### config.mk
export PLATFORM = sky130hd
export DESIGN_NAME = pwm_audio_tx
export DESIGN_NICKNAME = d
export VERILOG_FILES = /design/src/rtl/pwm_audio_tx.sv
export SDC_FILE = /design/constraint.sdc
export NUM_CORES = 1
export LEC_CHECK = 0
export ABC_AREA = 1
export CAP_MARGIN = 30
export CORE_ASPECT_RATIO = 1.2
export CORE_MARGIN = 10
export CORE_UTILIZATION = 45
export DETAILED_ROUTE_END_ITERATION = 7
export PLACE_DENSITY = 0.64
export SYNTH_ARGS = -nofsm -noshare
export SYNTH_HDL_FRONTEND = slang
export SYNTH_SLANG_ARGS = --single-unit
export TNS_END_PERCENT = 30
### constraint.sdc
create_clock -name clk100 -period 5.27 [get_ports clk100]
set_input_delay 0.7905 -clock clk100 [delete_from_list [all_inputs] [get_ports clk100]]
set_output_delay 0.7905 -clock clk100 [all_outputs]
set_load 0.02 [all_outputs]
### src/rtl/pwm_audio_tx.sv
// PWM audio transmitter: 12-bit samples arrive on a valid/ready stream into a small FIFO.
// One sample is consumed per PWM period and drives the duty of a registered PWM bit.
module pwm_audio_tx #(
  parameter int PWM_W   = 12,
  parameter int FIFO_AW = 4
) (
  input  logic               clk100,
  input  logic               RESET_N,
  input  logic               en,
  input  logic [PWM_W-1:0]   s_data,
  input  logic               s_valid,
  output logic               s_ready,
  input  logic               clr_underrun,
  output logic               AUD_PWM,
  output logic               AUD_SD,
  output logic               underrun,
  output logic [FIFO_AW:0]   level
);

  localparam int                DEPTH   = 2 ** FIFO_AW;
  localparam logic [FIFO_AW:0]  DEPTH_L = (FIFO_AW + 1)'(DEPTH);

  logic [PWM_W-1:0]   r_mem [DEPTH];
  logic [FIFO_AW-1:0] r_wptr, r_rptr;
  logic [FIFO_AW:0]   r_level;
  logic [PWM_W-1:0]   r_cnt, r_duty;
  logic               r_pwm, r_sd, r_underrun;

  logic               w_full, w_empty, w_push, w_pop, w_bnd;
  logic [PWM_W-1:0]   w_cnt_next, w_duty_next;
  logic [FIFO_AW:0]   w_level_next;

  always_comb begin
    w_full       = (r_level == DEPTH_L);
    w_empty      = (r_level == '0);
    w_push       = s_valid && !w_full;
    w_bnd        = en && (r_cnt == '1);
    w_pop        = w_bnd && !w_empty;
    w_cnt_next   = en ? r_cnt + 1'b1 : '1;
    // The freshly popped sample must already govern the cnt==0 slot of the new period.
    w_duty_next  = w_pop ? r_mem[r_rptr] : r_duty;
    w_level_next = r_level;
    case ({w_push, w_pop})
      2'b10:   w_level_next = r_level + 1'b1;
      2'b01:   w_level_next = r_level - 1'b1;
      default: w_level_next = r_level;
    endcase
  end

  always_ff @(posedge clk100) begin
    if (w_push) r_mem[r_wptr] <= s_data;
  end

  always_ff @(posedge clk100 or negedge RESET_N) begin
    if (!RESET_N) begin
      r_wptr     <= '0;
      r_rptr     <= '0;
      r_level    <= '0;
      r_cnt      <= '1;
      r_duty     <= '0;
      r_pwm      <= 1'b0;
      r_sd       <= 1'b0;
      r_underrun <= 1'b0;
    end else begin
      if (w_push) r_wptr <= r_wptr + 1'b1;
      if (w_pop)  r_rptr <= r_rptr + 1'b1;
      r_level <= w_level_next;
      r_cnt   <= w_cnt_next;
      r_duty  <= w_duty_next;
      r_pwm   <= en && (w_cnt_next < w_duty_next);
      r_sd    <= en;
      if (w_bnd && w_empty)   r_underrun <= 1'b1;
      else if (clr_underrun)  r_underrun <= 1'b0;
    end
  end

  assign s_ready  = !w_full;
  assign AUD_PWM  = r_pwm;
  assign AUD_SD   = r_sd;
  assign underrun = r_underrun;
  assign level    = r_level;

endmodule

### Word level (Yosys, flattened, before mapping)

Memories as Yosys holds them, arrays and structs flattened.
Index checks and enable logic that the tools add are counted.
Widths: inputs -> output; s select.

| storage, ports and cells | value |
|---|---|
| register bits | 40 |
| memory bits (writable) | 192 |
| logic and storage cells | 36 |
| memories kept | 1 |

Memories:

| memory | depth | bits a word | read ports | clocked after Yosys merged registers in | wr ports | RTL line | RTL |
|---|---|---|---|---|---|---|---|
| r_mem | 16 | 12 | 1 | 0 | 1 | 23 | `logic [PWM_W-1:0] r_mem [DEPTH];` |

| cells by class | value |
|---|---|
| $add $sub $neg | 5 |
| order comparisons | 1 |
| equal/unequal tests | 4 |
| multiplexer cells | 7 |
| reduce and logical (&&, ||, !) cells | 10 |

Operators with widths:

| cell | number |
|---|---|
| $mux 12 | 2 |
| $add 12x1->12 const B | 1 |
| $eq 12x12->1 const B | 1 |
| $lt 12x12->1 | 1 |
| $pmux 5 s2 | 1 |
| $add 4x1->4 const B | 2 |
| $add 5x1->5 const B | 1 |
| $eq 5x5->1 const B | 1 |
| $logic_and 1x1->1 | 5 |
| $logic_not 5->1 | 1 |
| $sub 5x1->5 const B | 1 |
| $mux 1 | 4 |
| $reduce_bool 2->1 | 2 |
| $eq 2x1->1 const B | 1 |
| $eq 2x2->1 const B | 1 |
| $logic_not 1->1 | 2 |

### Depth between registers and ports, before layout

| depth | value |
|---|---|
| depth after elaboration | 6 |
| gate-level depth with buffers | 16 |
| depth with buffers taken out | 15 |

### Worst setup path after synthesis

No wires, ideal clock.

| timing path | value |
|---|---|
| path kind | input-to-reg |
| from | in en |
| to | reg r_level[4], in the netlist level[4] |
| library setup time | 0.080 ns |
| data arrival time | 2.621 ns |
| required time | 5.190 ns |
| slack | 2.569 ns |
| cell stages on the path | 15 |
| path buffers | 2 |
| cell sequence | inv_2 -> nor2_2 -> nand4_2 -> nor2_2 -> buf_6 -> buf_6 -> ha_1 -> inv_1 -> fa_1 -> nor2_1 -> a211oi_1 -> nand2_1 -> nand2_1 -> nor2_1 -> xor2_1 |

| on the way | value |
|---|---|
| cells in the longest elaborated chain, start to end | 4 |
| elaborated cells between the ends (all ways) | 6 |

Ends and longest elaborated chain:

| what | RTL line | RTL |
|---|---|---|
| start: declaration | 9 | `input logic en,` |
| $logic_and 1x1->1 (*) | 37 | `w_bnd = en && (r_cnt == '1);` |
| $logic_and 1x1->1 (*) | 38 | `w_pop = w_bnd && !w_empty;` |
| $eq 2x1->1 or $eq 2x2->1 (tied branches) | 43 | `case ({w_push, w_pop})` |
| $pmux 5 s2 or $reduce_bool 2->1 (tied branches) | -- |  |
| end signal: assignment | 67 | `r_level <= w_level_next;` |
| end: declaration | 25 | `logic [FIFO_AW:0] r_level;` |

Every way passes the cells marked *; elsewhere a longest branch is shown, timed or not.
A chain may end at the register's enable or synchronous reset.

### Worst setup path after layout

| timing path | value |
|---|---|
| from | reg r_rptr[1] |
| to | reg r_pwm, in the netlist AUD_PWM |

| on the way | value |
|---|---|
| cells in the longest elaborated chain, start to end | 4 |

Ends and longest elaborated chain:

| what | RTL line | RTL |
|---|---|---|
| start: declaration | 24 | `logic [FIFO_AW-1:0] r_wptr, r_rptr;` |
| start signal: assignment | 66 | `if (w_pop) r_rptr <= r_rptr + 1'b1;` |
| $mem_v2 16x12 | -- |  |
| $mux 12 | 41 | `w_duty_next = w_pop ? r_mem[r_rptr] : r_duty;` |
| net w_duty_next[5] | 30 | `logic [PWM_W-1:0] w_cnt_next, w_duty_next;` |
| $lt 12x12->1 | 70 | `r_pwm <= en && (w_cnt_next < w_duty_next);` |
| $logic_and 1x1->1 | 70 |  |
| end signal: assignment | 70 |  |
| end: declaration | 27 | `logic r_pwm, r_sd, r_underrun;` |

The timed path passes the listed nets, and every way through them passes these cells.

==> flow_summary.toml <==
[power_and_ir_drop]
max-vdd-ir-drop_uv = 299.4
cellLeakagePower_nw = 3.866
power_density_cells_nw_per_um2 = 542.0
finalPower_mw = 5.930

[clocking]
num_cts_buffers = 24
cts_hold_buffers = 0
h-tree-depth = 1
path_clk_slew_ns = 0.06
root_buffer = "clkbuf_16"
tritoncts = "yes"
clock_sinks = 232
ctsLongestPathBuffers = 3
cts_repair_resize_count = 0
insertion_delay_ns = 0.52
post_cts_buffers = 0

[timing]
number_of_endpoints_failing_setup_at_the_final_stage = 0
worst_clock_skew_on_the_final_layout_ns = 0.02102
fin_tns_setup_ns = 0
max_clock_freq_mhz = 290.7
drv_slew = 0
grt_setup_unrepaired = "no"
final_min_period_over_clock_period_pct = 65.27
final_hold_violation_count = 0
slew_headroom_pct = 35.32
final_min_period_ns = 3.440
worst_slew_pin_slew_ns = 0.9691

[setup_path]
worstPathArrival_ns = 3.88
rr_worst_depth = 13
crit_start = "r_rptr[1]"
crit_path_max_fanout = 51
r2r_end = "AUD_PWM"
reg2reg_setup_slack_ns = 1.83
timing.rr.start = "r_rptr[1]"
setup.worst_path.class = "flop to flop"
worst_endpoint_required_time_ns = 5.71
critPathCaptureType = "flop"
crit_path_start_kind = "flop"

[floorplanning]
initial_core_util_pct = 45.92
core-area_um2 = 21120
floorplan.die.width_um = 154.0
ioPinCount = 26
die_y_um = 180.8
rows = 58
die_area_um2 = 27850

[drt]
finalWirelength_um = 22320
drc = 0
antenna_violating_nets_post_route = 0
detail_route.first_pass.iterations = 5
route.vias.total = 6154
routedWlPerCell_um = 20.64
via_per_inst = 5.693
dr.first_iter.drc_count = 567

[grt]
wire_length_of_the_first_global_routing_pass_um = 34520
antenna_found_initial = 1
grt_usage_pct = 15.48
grt_pass1_vias = 6040
grt_max_degree = 97
gr-total-overflow = 0

[flow_run]
max_cap_violations = 0

[placement]
buffer_ports.inserted = 25
gp_routability_congestion = 0.8140
post-dp-hpwl_um = 13490

[layout]
commonest_non_fill_non_tap_cells_in_the_layout = "192 x edfxtp_1, 112 x nor2_1, 100 x o21ai_0"
post-route-util_pct = 51.81
area.growth.synth_to_final_pct = 12.81
final_common_cell = "edfxtp_1"
finish.net_count = 832
layout-drive-gt1-share_pct = 11.22
n_antenna_cell = 0

[synthesis]
largest_cells_by_area_after_synthesis = "edfxtp_1 59%, dfrtp_1 7.2%, o21ai_0 5.2%, nor2_1 4.8%, dfstp_2 3.3%"
avgSynthCellArea_um2 = 12.58
ys_async_sr_fraction_pct = 17.24
netlist.top_cell.by_area = "edfxtp_1"
post_synth_inst_count = 771
post_synth_instance_area_um2 = 9698
synth-edff-count = 192
yosys_register_bits = 232
synth.lib_cells_used.distinct = 39
postSynth.topFlopCell = "edfxtp_1"
synth.net_count = 810
seq_area_frac_synth_pct = 69.93
yosysWarningCount = 0
synth_largest_type_area_fraction_pct = 59.45

[min_path]
hp-class = "primary input to asynchronous set/reset pin"

[run_status]
outcome = "finished clean"
[critical path, cell delays in order, from the launching register on]
cell      delay, ns
dfrtp_1        0.36
buf_4          0.31
inv_2          0.74
o21ai_0        0.22
o221ai_1       0.21
o211ai_1       0.21
a31oi_1        0.26
inv_1          0.07
ha_1           0.31
a21oi_1        0.15
nor2_1         0.06
a211oi_1       0.20
o211ai_1       0.12
a21oi_1        0.13
[how the worst max path moves through the flow]
stage,to,slack (ns),cells after the start
3_3_place_gp,level[4],1.72,15
3_5_place_dp,level[4],1.54,15
4_1_cts,AUD_PWM,1.82,13
2_1_floorplan,level[4],2.57,15
6_report,AUD_PWM,1.83,13
5_1_grt,AUD_PWM,1.44,13
[cell type report]
class                      instances  area, µm²
sequential                       232       6783
fill                            1729      10180
timing repair buffer              37      350.3
inverter                          50      190.2
tap                              270      337.8
multi-input combinational        448       2511
clock buffer                      30      644.4
clock inverter                    14      123.9
[report_power, final]
part / internal, mW / total [mW] / switching (mW) / leakage, nW
registers: 2.27 / 2.39 / 0.128 / 2.18
clock network: 0.964 / 1.63 / 0.670 / 0.370
logic: 0.580 / 1.90 / 1.32 / 1.31
total: 3.81 / 5.93 / 2.12 / 3.87
[metal layers]
layer  share of wire, %  GRT usage [%]
met1                 40          19.12
met2                 50          25.91
met3                6.2          2.994
met4                3.2          6.356
met5              0.054              0
[metrics by stage]
stage	std cells	hold WS (ns)	setup slack, ns	instance area, µm²
after global routing	1081	0.4710	1.439	10940
final	1081	0.3820	1.830	10940
after detailed placement	1037	0.4934	1.544	10170
after global placement	1034	0.5075	1.721	10130
after floorplan	771	0.4572	2.569	9698
after CTS	1081	0.4154	1.816	10940
[synth_stat cells (all sizes together) (2+ instances only)]
master and n:
o22ai 14, clkbuf 13, nand3 26, o211ai 15, buf 28, dfstp 12
nand4 4, or2 3, ha 21, nand2 62, xnor2 2, nor3 2
inv 50, a211oi 2, dfrtp 28, edfxtp 192, xor2 7, nor2 128
o21ai 102, a31oi 12, o221ai 30, a21oi 13
[cells by family (layout without fill, tap and decap cells)]
logic type / count (synthesis) / in the layout / share of synthesized area (%)
flops: 232 / 232 / 69.93
simple gates: 227 / 227 / 9.612
compound gates: 190 / 190 / 12.24
buf+inv: 91 / 131 / 4.490
fa+ha+maj: 22 / 22 / 2.916
xor+xnor: 9 / 9 / 0.8128
[state kept, by name (all words and copies together), names as in the netlist]
signal,flops
AUD_PWM,1
r_mem,192
r_rptr,4
r_duty,12
underrun,1
level,5
r_wptr,4
r_cnt,12
AUD_SD,1
Power figures use the tool's default switching activity.
==> RTL edit: new RTL, config.mk and constraints unchanged <==
The parameter `FIFO_AW` goes from 4 to 6.
--- a/src/rtl/pwm_audio_tx.sv
+++ b/src/rtl/pwm_audio_tx.sv
@@ -3,5 +3,5 @@
 module pwm_audio_tx #(
   parameter int PWM_W   = 12,
-  parameter int FIFO_AW = 4
+  parameter int FIFO_AW = 6
 ) (
   input  logic               clk100,
Ports: changed (resized level); port bits go from 26 to 28. The function was not compared with the original's and may differ.
==> RTL edit against the original RTL <==
- routed wire length increased to 3.8 times the old value
- sequential cell count increased by 582
- die area increased to 3.0 times the old value
- largest power group unchanged
- highest routed layer is now met4
- power increased to 3.3 times the old value
- final area increased to 3.4 times the old value
- via count increased to 3.4 times the old value
- worst setup slack got worse by 0.49 ns
- synthesized area increased to 3.4 times the old value
- critical path type unchanged
- largest cell class unchanged
==> RTL edit: results (changes against the original RTL) <==
metric,value,unit,change
path_max_fanout,147,,+190%
critPathLaunch,r_rptr[0],,
wl_per_cell,23.5,um,+14%
yosys-top-cells-area,"edfxtp_1 (70%), o21ai_0 (5.6%), nor2_1 (5.4%), dfrtp_1 (2.6%), nand2_1 (2.3%)",,
routed_wl,84100,um,+280%
hpwlAfterDp,46800,um,+250%
comb_power_share,31.7,%,-0.4 points
antenna_found_initial,2,,+1
p_clk,5.51,mW,+240%
reg.largest.list,"r_mem: 768 flops, r_cnt: 12 flops, r_duty: 12 flops",,
drtIter0Drc,2250,,+300%
htreeDepth,3,,+2
grt_pass1_wl,127000,um,+270%
gr-usage-met3,2.88,%,-0.12 points
outcome,"complete, no violations",,
grt_pass1_vias,20623,,+240%
grt_max_degree,193,,+99%
ir_worst_vdd,372,uV,+24%
relSlewSlack,32.7,%,-2.6 points
cts-buffers-inserted,79,,+230%
grt_use_met1,25.3,%,+6.2 points
worstPathArrival,4.49,ns,+0.61 ns
ys_types,48,,+23%
synth_edf_count,768,,+300%
p_leak,12.3,nW,+220%
async_reset_ff_share,5.65,%,-12 points
place_inst,3438,,+230%
final_layout_size_suffix_gt1_share,10.4,%,-0.85 points
numPortBuffers,27,,+8.0%
ys_seq_area_share,73.8,%,+3.9 points
## RTL edit: changes by cell type in the layout (fill, tap and decap cells not counted), sizes merged, moves of 10 or more
cell	unedited run	this run
nand3	26	101
nand4	4	53
edfxtp	192	768
clkbuf	30	105
o22ai	14	107
clkinv	10	35
nand2	62	203
o221ai	30	71
o21ai	102	374
nor2	128	472
buf	13	122
inv	50	82
clkdlybuf4s50	24	14
## RTL edit: kinds of logic (layout without fill, tap and decap cells)
family | count (synthesis) | in the layout | synth area share [%]
compound gates | 597 | 597 | 10.8
flops | 814 | 814 | 73.8
simple gates | 840 | 840 | 10.6
buf+inv | 244 | 364 | 3.58
xor+xnor | 15 | 15 | 0.400
fa+ha+maj | 21 | 21 | 0.823
## RTL edit: through the flow
| stage | setup WS (ns) | cell area, sq um |
|---|---|---|
| CTS | 1.35 | 36800 |
| detailed placement | 1.24 | 34300 |
| global route | 1.07 | 36800 |
| finish | 1.34 | 36800 |
| global placement | 1.26 | 34300 |
| floorplan | 1.86 | 32800 |
## RTL edit: cell type report
class,instances,area [sq um],area share (%)
repair buffers,136,1180,3.20
flip-flops and latches,814,24200,65.8
inverters,81,314,0.853
multi-input cells,1473,7420,20.2
clock inverters,42,344,0.934
well taps,935,1170,3.18
clock buffers,105,2160,5.86
## RTL edit: final timing paths
check / endpoint / slack (ns) / cells after the start
setup / recovery: AUD_PWM / 1.34 / 14
hold / removal: level[0] / 0.13 / 1
setup reg to reg: AUD_PWM / 1.34 / 14
hold reg to reg: r_cnt[0] / 0.51 / 1
max in group asynchronous: r_cnt[0] / 4.56 / 2
min in group clk100: r_cnt[0] / 0.51 / 1
## RTL edit: layer usage
metal,part of all wire [%],vias to the layer above
met5,0,-
met4,3.4,0
met3,7.0,152
met2,50,827
met1,40,10457
li1,-,9451
